===== config.mk =====
export PLATFORM = sky130hd
export DESIGN_NAME = wt_cache_ctrl
export DESIGN_NICKNAME = d
export VERILOG_FILES = /design/src/rtl/wt_cache_ctrl.sv
export SDC_FILE = /design/constraint.sdc
export NUM_CORES = 1
export LEC_CHECK = 0
export ABC_AREA = 1
export ABC_CLOCK_PERIOD_IN_PS = 2300
export BUFFER_PORTS_ARGS = -buffer_cell sky130_fd_sc_hd__buf_2
export CORE_MARGIN = 1.5
export CORE_UTILIZATION = 50
export CTS_CLUSTER_DIAMETER = 150
export DETAILED_ROUTE_END_ITERATION = 6
export PLACE_DENSITY = 0.68
export SYNTH_ARGS = -nofsm -noshare
export SYNTH_HDL_FRONTEND = slang
export SYNTH_SLANG_ARGS = --single-unit
export TNS_END_PERCENT = 1

===== constraint.sdc =====
create_clock -name clk -period 2.3 [get_ports clk]
set_clock_uncertainty 0.1 [all_clocks]
set_input_delay 0.23 -clock clk [delete_from_list [all_inputs] [get_ports clk]]
set_output_delay 0.23 -clock clk [all_outputs]
set_load 0.005 [all_outputs]

===== src/rtl/wt_cache_ctrl.sv =====
// Controller for a 128-word direct-mapped write-through cache (32 lines x 4 words, no write-allocate).
// Optional hit/miss statistics counters are enabled with the WT_CACHE_STATS_EN macro.
module wt_cache_ctrl #(
    parameter int unsigned ADDR_W = 10,
    parameter int unsigned LINES  = 32
) (
    input  logic              clk,
    input  logic              rst,
    input  logic              cpu_rd,
    input  logic              cpu_wr,
    input  logic [ADDR_W-1:0] cpu_addr,
    output logic              stall,
    output logic              mem_read,
    output logic              cach_write,
    output logic              miss_read,
    output logic [1:0]        counter,
    output logic [6:0]        cache_addr,
    output logic              mm_rd,
    output logic              mm_wr,
    output logic [ADDR_W-1:0] mm_addr,
    input  logic              mm_ready
`ifdef WT_CACHE_STATS_EN
    ,
    output logic [15:0]       hit_cnt,
    output logic [15:0]       miss_cnt
`endif
);

    localparam int unsigned TAG_W = ADDR_W - 7;
    localparam int unsigned IDX_W = 5;

    localparam logic [1:0] S_IDLE   = 2'd0;
    localparam logic [1:0] S_REFILL = 2'd1;
    localparam logic [1:0] S_WRITE  = 2'd2;

    logic [1:0]        r_state;
    logic [1:0]        w_next;
    logic [ADDR_W-1:0] r_addr;
    logic [1:0]        r_counter;
    logic [LINES-1:0]  r_valid;
    logic [TAG_W-1:0]  r_tag [LINES];

    logic [IDX_W-1:0]  w_idx;
    logic [TAG_W-1:0]  w_tag;
    logic              w_hit;
    logic              w_stall;
    logic              w_mem_read;
    logic              w_cach_write;
    logic              w_miss_read;
    logic              w_mm_rd;
    logic              w_mm_wr;
    logic [ADDR_W-1:0] w_mm_addr;
    logic              w_latch;
    logic              w_cnt_clr;
    logic              w_cnt_inc;
    logic              w_fill_done;

    assign w_idx = cpu_addr[6:2];
    assign w_tag = cpu_addr[ADDR_W-1:7];
    assign w_hit = r_valid[w_idx] && (r_tag[w_idx] == w_tag);

    // Next-state and strobe decode; index/tag are latched on IDLE exit.
    always_comb begin
        w_next       = r_state;
        w_stall      = 1'b0;
        w_mem_read   = 1'b0;
        w_cach_write = 1'b0;
        w_miss_read  = 1'b0;
        w_mm_rd      = 1'b0;
        w_mm_wr      = 1'b0;
        w_mm_addr    = '0;
        w_latch      = 1'b0;
        w_cnt_clr    = 1'b0;
        w_cnt_inc    = 1'b0;
        w_fill_done  = 1'b0;
        case (r_state)
            S_IDLE: begin
                if (cpu_wr) begin
                    w_cach_write = w_hit;
                    w_stall      = 1'b1;
                    w_latch      = 1'b1;
                    w_next       = S_WRITE;
                end else if (cpu_rd) begin
                    if (w_hit) begin
                        w_mem_read = 1'b1;
                    end else begin
                        w_stall   = 1'b1;
                        w_latch   = 1'b1;
                        w_cnt_clr = 1'b1;
                        w_next    = S_REFILL;
                    end
                end
            end
            S_REFILL: begin
                w_stall     = 1'b1;
                w_mm_rd     = 1'b1;
                w_mm_addr   = {r_addr[ADDR_W-1:2], r_counter};
                w_miss_read = mm_ready;
                if (mm_ready) begin
                    w_cnt_inc = 1'b1;
                    if (r_counter == 2'd3) begin
                        w_fill_done = 1'b1;
                        w_next      = S_IDLE;
                    end
                end
            end
            S_WRITE: begin
                w_stall   = ~mm_ready;
                w_mm_wr   = 1'b1;
                w_mm_addr = r_addr;
                if (mm_ready) begin
                    w_next = S_IDLE;
                end
            end
            default: w_next = S_IDLE;
        endcase
    end

    always_ff @(posedge clk or posedge rst) begin
        if (rst) begin
            r_state   <= S_IDLE;
            r_addr    <= '0;
            r_counter <= 2'd0;
            r_valid   <= '0;
        end else begin
            r_state <= w_next;
            if (w_latch) begin
                r_addr <= cpu_addr;
            end
            if (w_cnt_clr) begin
                r_counter <= 2'd0;
            end else if (w_cnt_inc) begin
                r_counter <= r_counter + 2'd1;
            end
            if (w_fill_done) begin
                r_valid[r_addr[6:2]] <= 1'b1;
            end
        end
    end

    // Tag contents are meaningless until the valid bit is set, so no reset.
    always_ff @(posedge clk) begin
        if (w_fill_done) begin
            r_tag[r_addr[6:2]] <= r_addr[ADDR_W-1:7];
        end
    end

    assign stall      = w_stall      & ~rst;
    assign mem_read   = w_mem_read   & ~rst;
    assign cach_write = w_cach_write & ~rst;
    assign miss_read  = w_miss_read  & ~rst;
    assign mm_rd      = w_mm_rd      & ~rst;
    assign mm_wr      = w_mm_wr      & ~rst;
    assign mm_addr    = rst ? '0 : w_mm_addr;
    assign counter    = r_counter;
    assign cache_addr = cpu_addr[6:0];

`ifdef WT_CACHE_STATS_EN
    logic        w_req_idle;
    logic [15:0] r_hit_cnt;
    logic [15:0] r_miss_cnt;

    assign w_req_idle = (r_state == S_IDLE) && (cpu_rd || cpu_wr);

    // Saturating event counters; a store counts as hit or miss in its IDLE cycle.
    always_ff @(posedge clk or posedge rst) begin
        if (rst) begin
            r_hit_cnt  <= 16'd0;
            r_miss_cnt <= 16'd0;
        end else if (w_req_idle) begin
            if (w_hit && (r_hit_cnt != 16'hFFFF)) begin
                r_hit_cnt <= r_hit_cnt + 16'd1;
            end
            if (!w_hit && (r_miss_cnt != 16'hFFFF)) begin
                r_miss_cnt <= r_miss_cnt + 16'd1;
            end
        end
    end

    assign hit_cnt  = r_hit_cnt;
    assign miss_cnt = r_miss_cnt;
`endif

endmodule


Word level (Yosys, flattened, before mapping) --
Memory sizes are Yosys's and may differ from the RTL's. Index checks and enable logic that the tools add are counted.
Word-level totals: output and inout port bits 25, memories 1, bits of input ports 15, logic and storage cells 70, memory bits (writable) 96, bits in registers 46
Operators by class: eq/ne operators 9, multiplexer cells 38, add/subtract/negate cells 1, order comparisons 3, reduce and logical (&&, ||, !) cells 5, bitwise logic cells 9
Memories:
- r_tag | depth 32, bits a word 3, rd ports 1, clocked after Yosys merged registers in 0, write ports 1, line 41 | logic [TAG_W-1:0] r_tag [LINES];
Operator list (count):
- bitwise OR 32 bit | 1
- 2-to-1 mux 1 bit | 24
- case mux 10 bit (2 select lines) | 1
- 2-to-1 mux 2 bit | 8
- < comparator 5 x 6 -> 1 bit, second input constant | 2
- 2-to-1 mux 10 bit | 1
- AND 1 bit | 6
- inequality test 2 bit, second input constant | 3
- inequality test 3 bit, second input constant | 2
- case mux 2 bit (3 select lines) | 1
- binary-select mux 1 bit (select 5 bit) | 1
- demux 1 bit (select 5 bit) | 1
- greater-or-equal comparator 5 x 1 -> 1 bit, second input constant | 1
- AND reduction 5 bit | 1
- == test 2 bit, second input constant | 2
- == test 3 bit | 1
- case mux 1 bit (3 select lines) | 1
- adder 2 x 1 -> 2 bit, second input constant | 1
- == test 2 x 1 -> 1 bit, second input constant | 1
- logical AND 1 bit | 2
- zero test 2 bit | 1
- NOT 1 bit | 2
- nonzero test 2 bit | 1

Logic depth before layout (Yosys ltp) --
Gate-level depths: netlist (run 1).
word-level depth 8, gate-level depth with buffers 18, gate-level depth less buffers 17

Worst setup path after synthesis (run 1) --
Ideal clock, no wire load.
kind input port to output port, start point in rst, end point out mm_addr[7], cell stages on the path 3, setup slack 5 ps, path buffers 0, data arrival time 1965 ps, cell sequence inv_1 -> nand2_1 -> nor3b_1
Between the ends: cells in the longest elaborated chain, start to end 1
RTL lines:
- start, declared | line 8 | input logic rst,
- 2-to-1 mux 10 bit | line 154 | assign mm_addr = rst ? '0 : w_mm_addr;
- end, declared | line 20 | output logic [ADDR_W-1:0] mm_addr,
No other way between the ends.

Worst setup path after layout (run 1) --
start point mem r_tag[9][2] (netlist name), end point out stall
Between the ends: cells in the longest elaborated chain, start to end 8
RTL lines:
- start, declared | line 41
- memory (32 x 3 bit)
- == test 3 bit | line 60 | assign w_hit = r_valid[w_idx] && (r_tag[w_idx] == w_tag);
- logical AND 1 bit | line 60
- 2-to-1 mux 1 bit | line 84 | if (w_hit) begin
- 2-to-1 mux 1 bit | line 83 | end else if (cpu_rd) begin
- 2-to-1 mux 1 bit | line 78 | if (cpu_wr) begin
- case mux 1 bit (3 select lines) | line 76 | case (r_state)
- AND 1 bit | line 148 | assign stall = w_stall & ~rst;
- end, declared | line 12 | output logic stall,
No other way between the ends.

==> results.toml, run 1 <==
[hold_path]
holdCritStartpoint = "cpu_addr[6]"
holdPathStages = 3
holdCritPathClass = "input pin to flip-flop"

[clock_tree]
clk_pin_slew_ns = 0.06
clk_latency_ns = 0.42
cts_buffers = 17
cts_tree = "done"
htreeDepth = 4
cts.sinks = 142
clock_tree.root_cell = "clkbuf_16"
cts_max_path_buffers = 2

[routing]
final_antenna_net_count = 0
drc = 0
vias = 4813
dr.pass1.iters = 5
totalWireLength_mm = 15.5
vias_per_cell = 5.44
wl_per_cell_um = 17.5
first_iter_violations = 445

[setup_path]
worstReg2RegStart = "r_state[1]"
critPathKind = "flip-flop to primary output"
reg2reg_depth = 7
critPathRequiredTime_ns = 1.97
crit_chain = "nand2_1, nand3_1, nand3_2, nand2_1, nand2_2, nand3_1, nand3_1, nand2_1, nor2_2, nand2_2, nand3_4, nand3_2, nand2_1, inv_1, buf_2"
startpoint = "r_tag[9][2]"
startpoint_type = "flip-flop"
cp.arrival_ns = 2.09
crit_top_cell = "nand2_1"
crit_path_top_delay_cell = "edfxtp_1"
max_stage_delay_ns = 0.35
endpoint_kind = "primary output"
critPathMaxFanout = 4

[pwr]
ir_drop_uv = 879
p_leak_nw = 3.36
pwr_density_cell_mw_per_mm2 = 990
power.total_mw = 7.61

[job]
max_cap_violations = 0

[synth]
synth_area_sq_mm = 0.00632
synth_top_area_share_pct = 45.6
synth_nets = 657
yosysMostFrequentCell = "nand2_1"
ys_ff_latch = 142
synth_top_area_cell = "edfxtp_1"
yosys_most_used_dff = "edfxtp_1"
synth.area.top_cells = "edfxtp_1 (46%), dfrtp_1 (18%), nand2_1 (12%)"
synth.avg_cell_area_sq_um = 9.93
synth_common_cells = "nand2_1 (201), nand3_1 (135), edfxtp_1 (96)"
synth_enable_flop_cells = 96
ys_warn_count = 0
syn-instance-count = 637
ys_types = 23
synth_seq_area_share_pct = 63.8
async_flop_share_pct = 32.4

[final_layout]
register_area_sq_mm = 0.00403
nNetsFinal = 724
area.growth.synth_to_final_pct = 21.6
multiInputGateArea_sq_mm = 0.00214
drive_gt1_share_pct = 25.8
fin_util_pct = 63.2
design_area_sq_mm = 0.00769
antennaDiodeCount = 0
n_fill_cell = 1016
instances_no_fill = 885

[run_status]
status = "finished, violations left"
violations = "negative setup slack"

[floorplan]
io-pin-count = 40
start_util_pct = 52.0
rows = 40
die_area_sq_mm = 0.0133
coreArea_sq_mm = 0.0122
die_height_um = 115
die_x_um = 115

[timing]
final.period_utilization_pct = 105
fmax_mhz = 413
relSlewSlack_pct = 55.6
min_period_ns = 2.42
setup_tns_ns = -0.195
finalSetupViolCount = 3
grt_setup_unrepaired = "true"
report.final.slew_viol_count = 0
hold_viol = 0
worst_slack_ns = -0.119
tightest_slew_ns = 0.666

[placement]
dp_hpwl_mm = 10.2
placed_cells_incl_taps = 845
gp_congestion = 0.928
dpl-instance-area_sq_mm = 0.00685
io_buffers = 39

[global_routing]
grt_max_degree = 47
grt_pass1_vias = 4701
antenna_found_initial = 0
grt_pass1_wl_mm = 24.6
grt.overflow.total = 0
track_usage_pct = 25.1
==> final timing paths <==
kind	to	slack, ns
min in group asynchronous	r_addr[7]	0.58
setup / recovery	stall	-0.12
max in group asynchronous	r_valid[29]	1.07
hold reg to reg	r_valid[21]	0.37
setup reg to reg	r_tag[23][1]	0.12
hold / removal	r_addr[6]	0.03
==> logic make-up after synthesis <==
family / count (synthesis) / share of synthesized area, %
simple gates: 423 / 29.6
fa+ha+maj: 5 / 0.990
compound gates: 6 / 0.515
buf+inv: 60 / 4.95
flops: 142 / 63.8
xor+xnor: 1 / 0.139
==> power by group <==
| part | internal [mW] | total, mW | switching [mW] |
|---|---|---|---|
| logic | 0.494 | 1.51 | 1.01 |
| clock network | 1.72 | 2.73 | 1.01 |
| registers | 3.17 | 3.38 | 0.210 |
| total | 5.38 | 7.61 | 2.24 |
==> worst max-delay path, delay by kind of cell, from the launching register on <==
family,cells,cell delay (ns)
buffers and inverters,2,0.15
flip-flops,1,0.35
AND/OR/NAND/NOR,13,1.17
==> stage by stage <==
stage                     worst slack (ns)  hold slack, ns
final                               -0.119          0.0265
after global routing                -0.257          0.0218
after CTS                           -0.101         0.00989
after detailed placement           -0.0863           0.352
after global placement            -0.00434           0.341
after floorplan                    0.00519           0.240
==> metal layers <==
| layer | global-route usage (%) | vias to the layer above | wire length [um] | share of wire [%] |
|---|---|---|---|---|
| met2 | 40.6 | 171 | 7690 | 50 |
| li1 | - | 2269 | - | - |
| met1 | 33.2 | 2360 | 6680 | 43 |
| met4 | 8.07 | 0 | 193 | 1.2 |
| met5 | 0 | - | 0 | 0 |
| met3 | 6.85 | 13 | 894 | 5.8 |
==> cell type report <==
class                      count  area share, %
inverter                      27           1.32
multi-input combinational    435           27.8
tap                          168           2.73
clock inverter                 9           1.42
clock buffer                  23           6.36
timing repair buffer          81           7.86
sequential                   142           52.5
==> timing repair <==
item | 4_1_cts | 5_1_grt
hold endpoints to repair | 46 | 0
gates resized for setup | 4 | 41
hold buffers | 6 | 0
setup endpoints to repair | 66 | 53
cloned | 0 | 0
buffers inserted | 0 | 2
pin swaps | 0 | 28
==> cell usage in the layout (no fill, tap or decap), drive strengths merged, types with 7 or more instances in the layout <==
cell    instances
inv            28
clkbuf         23
nand3         136
or2            32
nor3            7
buf            75
dfrtp          46
nand2         203
nor2           41
edfxtp         96
==> flip-flops by register name, indices dropped and copies added (netlist names) <==
name     count
r_addr      10
counter      2
r_valid     32
r_tag       96
r_state      2
(Power assumes the default switching activity.)
==> run 2: changes to the inputs <==
Settings changed: ABC_AREA 1 to unset, MAX_ROUTING_LAYER set to met4.
==> results.toml, run 2 <==
[run_status]
status = "finished, violations left"
violations = "negative setup slack"

[floorplan]
start_util_pct = 51.8
coreArea_sq_mm = 0.0121
rows = 40
die_x_um = 115
die_area_sq_mm = 0.0132
die_height_um = 115
io-pin-count = 40

[routing]
totalWireLength_mm = 14.2
first_iter_violations = 304
dr.pass1.iters = 5
wl_per_cell_um = 20.4
vias = 3808
final_antenna_net_count = 0
drc = 0
vias_per_cell = 5.46

[synth]
ys_ff_latch = 142
synthMuxAreaShare_pct = 13.3
synth_top_area_share_pct = 46.0
synth_seq_area_share_pct = 64.4
synth_compound_area_share_pct = 4.81
synth.avg_cell_area_sq_um = 14.4
synth_enable_flop_cells = 96
synthSimpleGateAreaFrac_pct = 12.2
syn-instance-count = 436
ys_types = 42
synth_fa_ha_area_share_pct = 0.998
yosys_most_used_dff = "edfxtp_1"
yosysMostFrequentCell = "edfxtp_1"
async_flop_share_pct = 32.4
synth.area.top_cells = "edfxtp_1 (46%), dfrtp_1 (18%), mux2i_1 (6.5%)"
synth-xor-area-share_pct = 0.679
synth_nets = 456
ys_warn_count = 0
synth_area_sq_mm = 0.00627
synth_top_area_cell = "edfxtp_1"
synth_common_cells = "edfxtp_1 (96), nor2_1 (50), dfrtp_1 (46)"
synth_top_family_by_area = "multiplexers"

[timing]
min_period_ns = 2.70
finalSetupViolCount = 13
report.final.slew_viol_count = 0
relSlewSlack_pct = 52.4
grt_setup_unrepaired = "true"
hold_viol = 0
tightest_slew_ns = 0.714
final.period_utilization_pct = 117
timing.hold.ws_ns = 0.0340
setup_tns_ns = -2.68
worst_slack_ns = -0.402
fmax_mhz = 370

[pwr]
p_leak_nw = 3.16
pwr_density_cell_mw_per_mm2 = 1010
ir_drop_uv = 872
power.total_mw = 7.65

[final_layout]
final_cell_mix = "edfxtp_1 (96), nor2_1 (47), dfrtp_1 (46)"
area.growth.synth_to_final_pct = 20.8
nNetsFinal = 537
largest_reg_flops = 96
instances_no_fill = 698
antennaDiodeCount = 0
final_common_cell = "edfxtp_1"
drive_gt1_share_pct = 34.5

[placement]
placed_cells_incl_taps = 662
dp_hpwl_mm = 9.73
io_buffers = 39
gp_congestion = 0.862

[hold_path]
min_to = "r_addr[8]"
holdCritPathClass = "input pin to flip-flop"
holdCritStartpoint = "cpu_addr[8]"
holdPathStages = 2

[setup_path]
crit_chain = "mux4_2, nand2b_1, nand3_2, nand2_2, a211oi_4, xnor2_4, a31oi_4, o31a_1, buf_2"
cp.arrival_ns = 2.37
critPathMaxFanout = 2
crit_path_top_delay_cell = "mux4_2"
reg2reg_depth = 9
startpoint_type = "flip-flop"
reg2reg_slack_ns = -0.18
worstReg2RegStart = "r_valid[31]"
endpoint_kind = "primary output"
critPathRequiredTime_ns = 1.97
r2r-end = "r_addr[6]"
max_stage_delay_ns = 0.49
critPathKind = "flip-flop to primary output"

[global_routing]
grt.overflow.total = 0
grt_pass1_wl_mm = 21.7
grt_max_degree = 47
track_usage_pct = 23.8
grt_pass1_vias = 3810
antenna_found_initial = 0

[clock_tree]
cts_tree = "done"
clk_latency_ns = 0.41
cts.sinks = 142
cts_max_path_buffers = 2
cts_buffers = 17
htreeDepth = 4
clock_tree.root_cell = "clkbuf_16"
clk_pin_slew_ns = 0.06

[job]
max_cap_violations = 0
run 2: cell types whose count changed in the layout (fill, tap and decap cells not counted), sizes merged, moves of 9 or more:
| cell | delta |
|---|---|
| nand3 | -122 |
| inv | -21 |
| and2 | +11 |
| nand2 | -184 |
| a22oi | +22 |
| nor2 | +9 |
| mux4 | +12 |
| mux2i | +41 |
| mux2 | +10 |
run 2: final cells by class:
class	count	area, sq um
Clock inverter	12	186
Sequential cell	142	4030
Clock buffer	20	447
Multi-Input combinational cell	264	2080
Fill cell	933	4540
Tap cell	168	210
Timing Repair Buffer	87	594
Inverter	5	18.8
run 2: cells by family (layout without fill, tap and decap cells):
kind of cell,count (synthesis),after routing
xor+xnor,4,4
flops,142,142
simple gates,151,151
fa+ha+maj,5,5
mux,63,63
compound gates,41,41
buf+inv,30,124
run 2: repair_timing:
action,CTS,global route
cloned,0,0
gates resized for setup,8,11
setup endpoints to repair,15,22
hold buffers,4,0
endpoints found under the hold margin,49,0
pin swaps,6,3
setup buffers,1,0
run 2: routing by layer:
layer  routed length (um)  GRT usage (%)  vias up
li1                     -              -     1753
met1                 6280           32.4     1937
met2                 7090           36.6      108
met3                  713           5.32       10
met4                  155           6.09        0
met5                    0              -        -
run 2: worst max path at each step:
stage / to / slack [ns] / depth (start not counted) / from
floorplan: stall / 0.02 / 10 / cpu_addr[2]
global placement: stall / -0.51 / 12 / cpu_addr[3]
detailed placement: stall / -0.54 / 12 / cpu_addr[3]
CTS: stall / -0.42 / 9 / r_tag[14][2]
global route: mem_read / -0.51 / 10 / r_tag[8][2]
finish: stall / -0.40 / 9 / r_tag[14][2]
run 2: per-stage QoR:
step | instance area, sq um | setup WS (ns) | util (%)
2_1_floorplan | 6270 | 0.0162 | -
3_3_place_gp | 6820 | -0.514 | 56.3
3_5_place_dp | 6820 | -0.544 | 56.3
4_1_cts | 7520 | -0.423 | 62.1
5_1_grt | 7570 | -0.512 | 62.5
6_report | 7570 | -0.402 | 62.5
run 2: power breakdown:
part	switching, mW	internal, mW	leakage (nW)
clock network	1.05	1.85	0.297
registers	0.224	3.13	1.48
logic	0.760	0.624	1.38
total	2.03	5.61	3.16
run 2: critical path, delay by kind of cell (launching register included):
family | cells | cell delay [ns]
AOI/OAI and AO/OA | 3 | 0.47
xor gates and xnor gates | 1 | 0.19
buffers and inverters | 1 | 0.12
DFF | 1 | 0.35
muxes | 1 | 0.49
and+or+nand+nor | 3 | 0.34
==> run 3: changes to the inputs <==
Settings changed: CTS_BUF_LIST set to sky130_fd_sc_hd__clkbuf_8 sky130_fd_sc_hd__clkbuf_16.
==> results.toml, run 3 (same netlist as run 2, synthesis figures left out) <==
[clock_tree]
cts_buffers = 17
clock_tree.root_cell = "clkbuf_16"
cts_tree = "done"
clk_latency_ns = 0.41
htreeDepth = 4
clk_pin_slew_ns = 0.06
cts_max_path_buffers = 2
cts.sinks = 142

[final_layout]
antennaDiodeCount = 0
largest_reg_flops = 96
final_cell_mix = "edfxtp_1 (96), nor2_1 (47), dfrtp_1 (46)"
nNetsFinal = 537
area.growth.synth_to_final_pct = 20.8
instances_no_fill = 698
drive_gt1_share_pct = 34.5
final_common_cell = "edfxtp_1"
n_fill_cell = 933

[timing]
fmax_mhz = 371
tightest_slew_ns = 0.714
final.period_utilization_pct = 117
finalSetupViolCount = 13
relSlewSlack_pct = 52.4
hold_viol = 0
report.final.slew_viol_count = 0
grt_setup_unrepaired = "true"
worst_slack_ns = -0.399
timing.hold.ws_ns = 0.0346
min_period_ns = 2.70

[setup_path]
critPathKind = "flip-flop to primary output"
critPathRequiredTime_ns = 1.97
endpoint_kind = "primary output"
cp.arrival_ns = 2.37
startpoint_type = "flip-flop"
critPathMaxFanout = 2

[placement]
gp_congestion = 0.862
dp_hpwl_mm = 9.73
io_buffers = 39
placed_cells_incl_taps = 662
pre_cts_ws_ns = -0.544

[global_routing]
grt_pass1_vias = 3810
track_usage_pct = 23.8
grt_pass1_wl_mm = 21.7
grt_max_degree = 47
grt.overflow.total = 0
antenna_found_initial = 0

[pwr]
pwr_density_cell_mw_per_mm2 = 1010
p_leak_nw = 3.16
power.total_mw = 7.64
ir_drop_uv = 872

[floorplan]
die_height_um = 115
rows = 40
io-pin-count = 40
die_x_um = 115
die_area_sq_mm = 0.0132
start_util_pct = 51.8
coreArea_sq_mm = 0.0121

[routing]
drc = 0
vias = 3815
first_iter_violations = 304
totalWireLength_mm = 14.3
dr.pass1.iters = 5
vias_per_cell = 5.47
wl_per_cell_um = 20.4
final_antenna_net_count = 0

[job]
max_cap_violations = 0

[run_status]
violations = "negative setup slack"
status = "finished, violations left"

[hold_path]
holdCritPathClass = "input pin to flip-flop"
run 3: timing repair:
item	CTS	global route
hold buffers	4	0
setup buffers	1	0
setup endpoints to repair	15	22
pin swaps	6	3
resized for setup	8	11
endpoints found under the hold margin	49	0
run 3: per-stage QoR:
step,utilization [%],setup TNS (ns),area [sq um]
after floorplan,-,0,6270
after global placement,56.3,-7.47,6820
after detailed placement,56.3,-8.11,6820
after CTS,62.1,-2.85,7520
after global routing,62.5,-4.15,7570
final,62.5,-2.69,7570
run 3: path summary, 6_finish.rpt:
check	depth (start not counted)	slack, ns	to	startpoint
worst max-delay path	9	-0.40	stall	r_tag[14][2]
worst min-delay path	2	0.03	r_addr[8]	cpu_addr[8]
worst max register to register	9	-0.18	r_addr[6]	r_valid[31]
worst min register to register	1	0.36	r_valid[10]	r_valid[10]
max in group asynchronous	4	1.11	r_valid[15]	rst
min in group asynchronous	4	0.56	r_state[1]	rst
run 3: power by group:
part           total, mW  internal, mW  switching, mW  leakage, nW
registers           3.36          3.13          0.224         1.48
logic               1.39         0.624          0.762         1.38
clock network       2.89          1.85           1.05        0.306
run 3: final cells by class:
type | instances | area (sq um) | area share (%)
well taps | 168 | 210 | 2.78
multi-input cells | 264 | 2080 | 27.5
clock inverters | 14 | 194 | 2.56
clock buffers | 18 | 439 | 5.80
flip-flops and latches | 142 | 4030 | 53.3
inverters | 5 | 18.8 | 0.248
repair buffers | 87 | 594 | 7.85
run 3: routing by layer:
metal	routed length [um]	up-vias	global-route usage, %
li1	-	1754	-
met4	193	0	6.09
met1	6290	1940	32.4
met3	686	14	5.32
met2	7090	107	36.6
met5	0	-	-
run 3: critical path, cell delays in order, from the launching register on:
cell	delay (ns)
edfxtp_1	0.35
mux4_2	0.49
nand2b_1	0.11
nand3_2	0.11
nand2_2	0.12
a211oi_4	0.06
xnor2_4	0.19
a31oi_4	0.12
o31a_1	0.29
buf_2	0.12
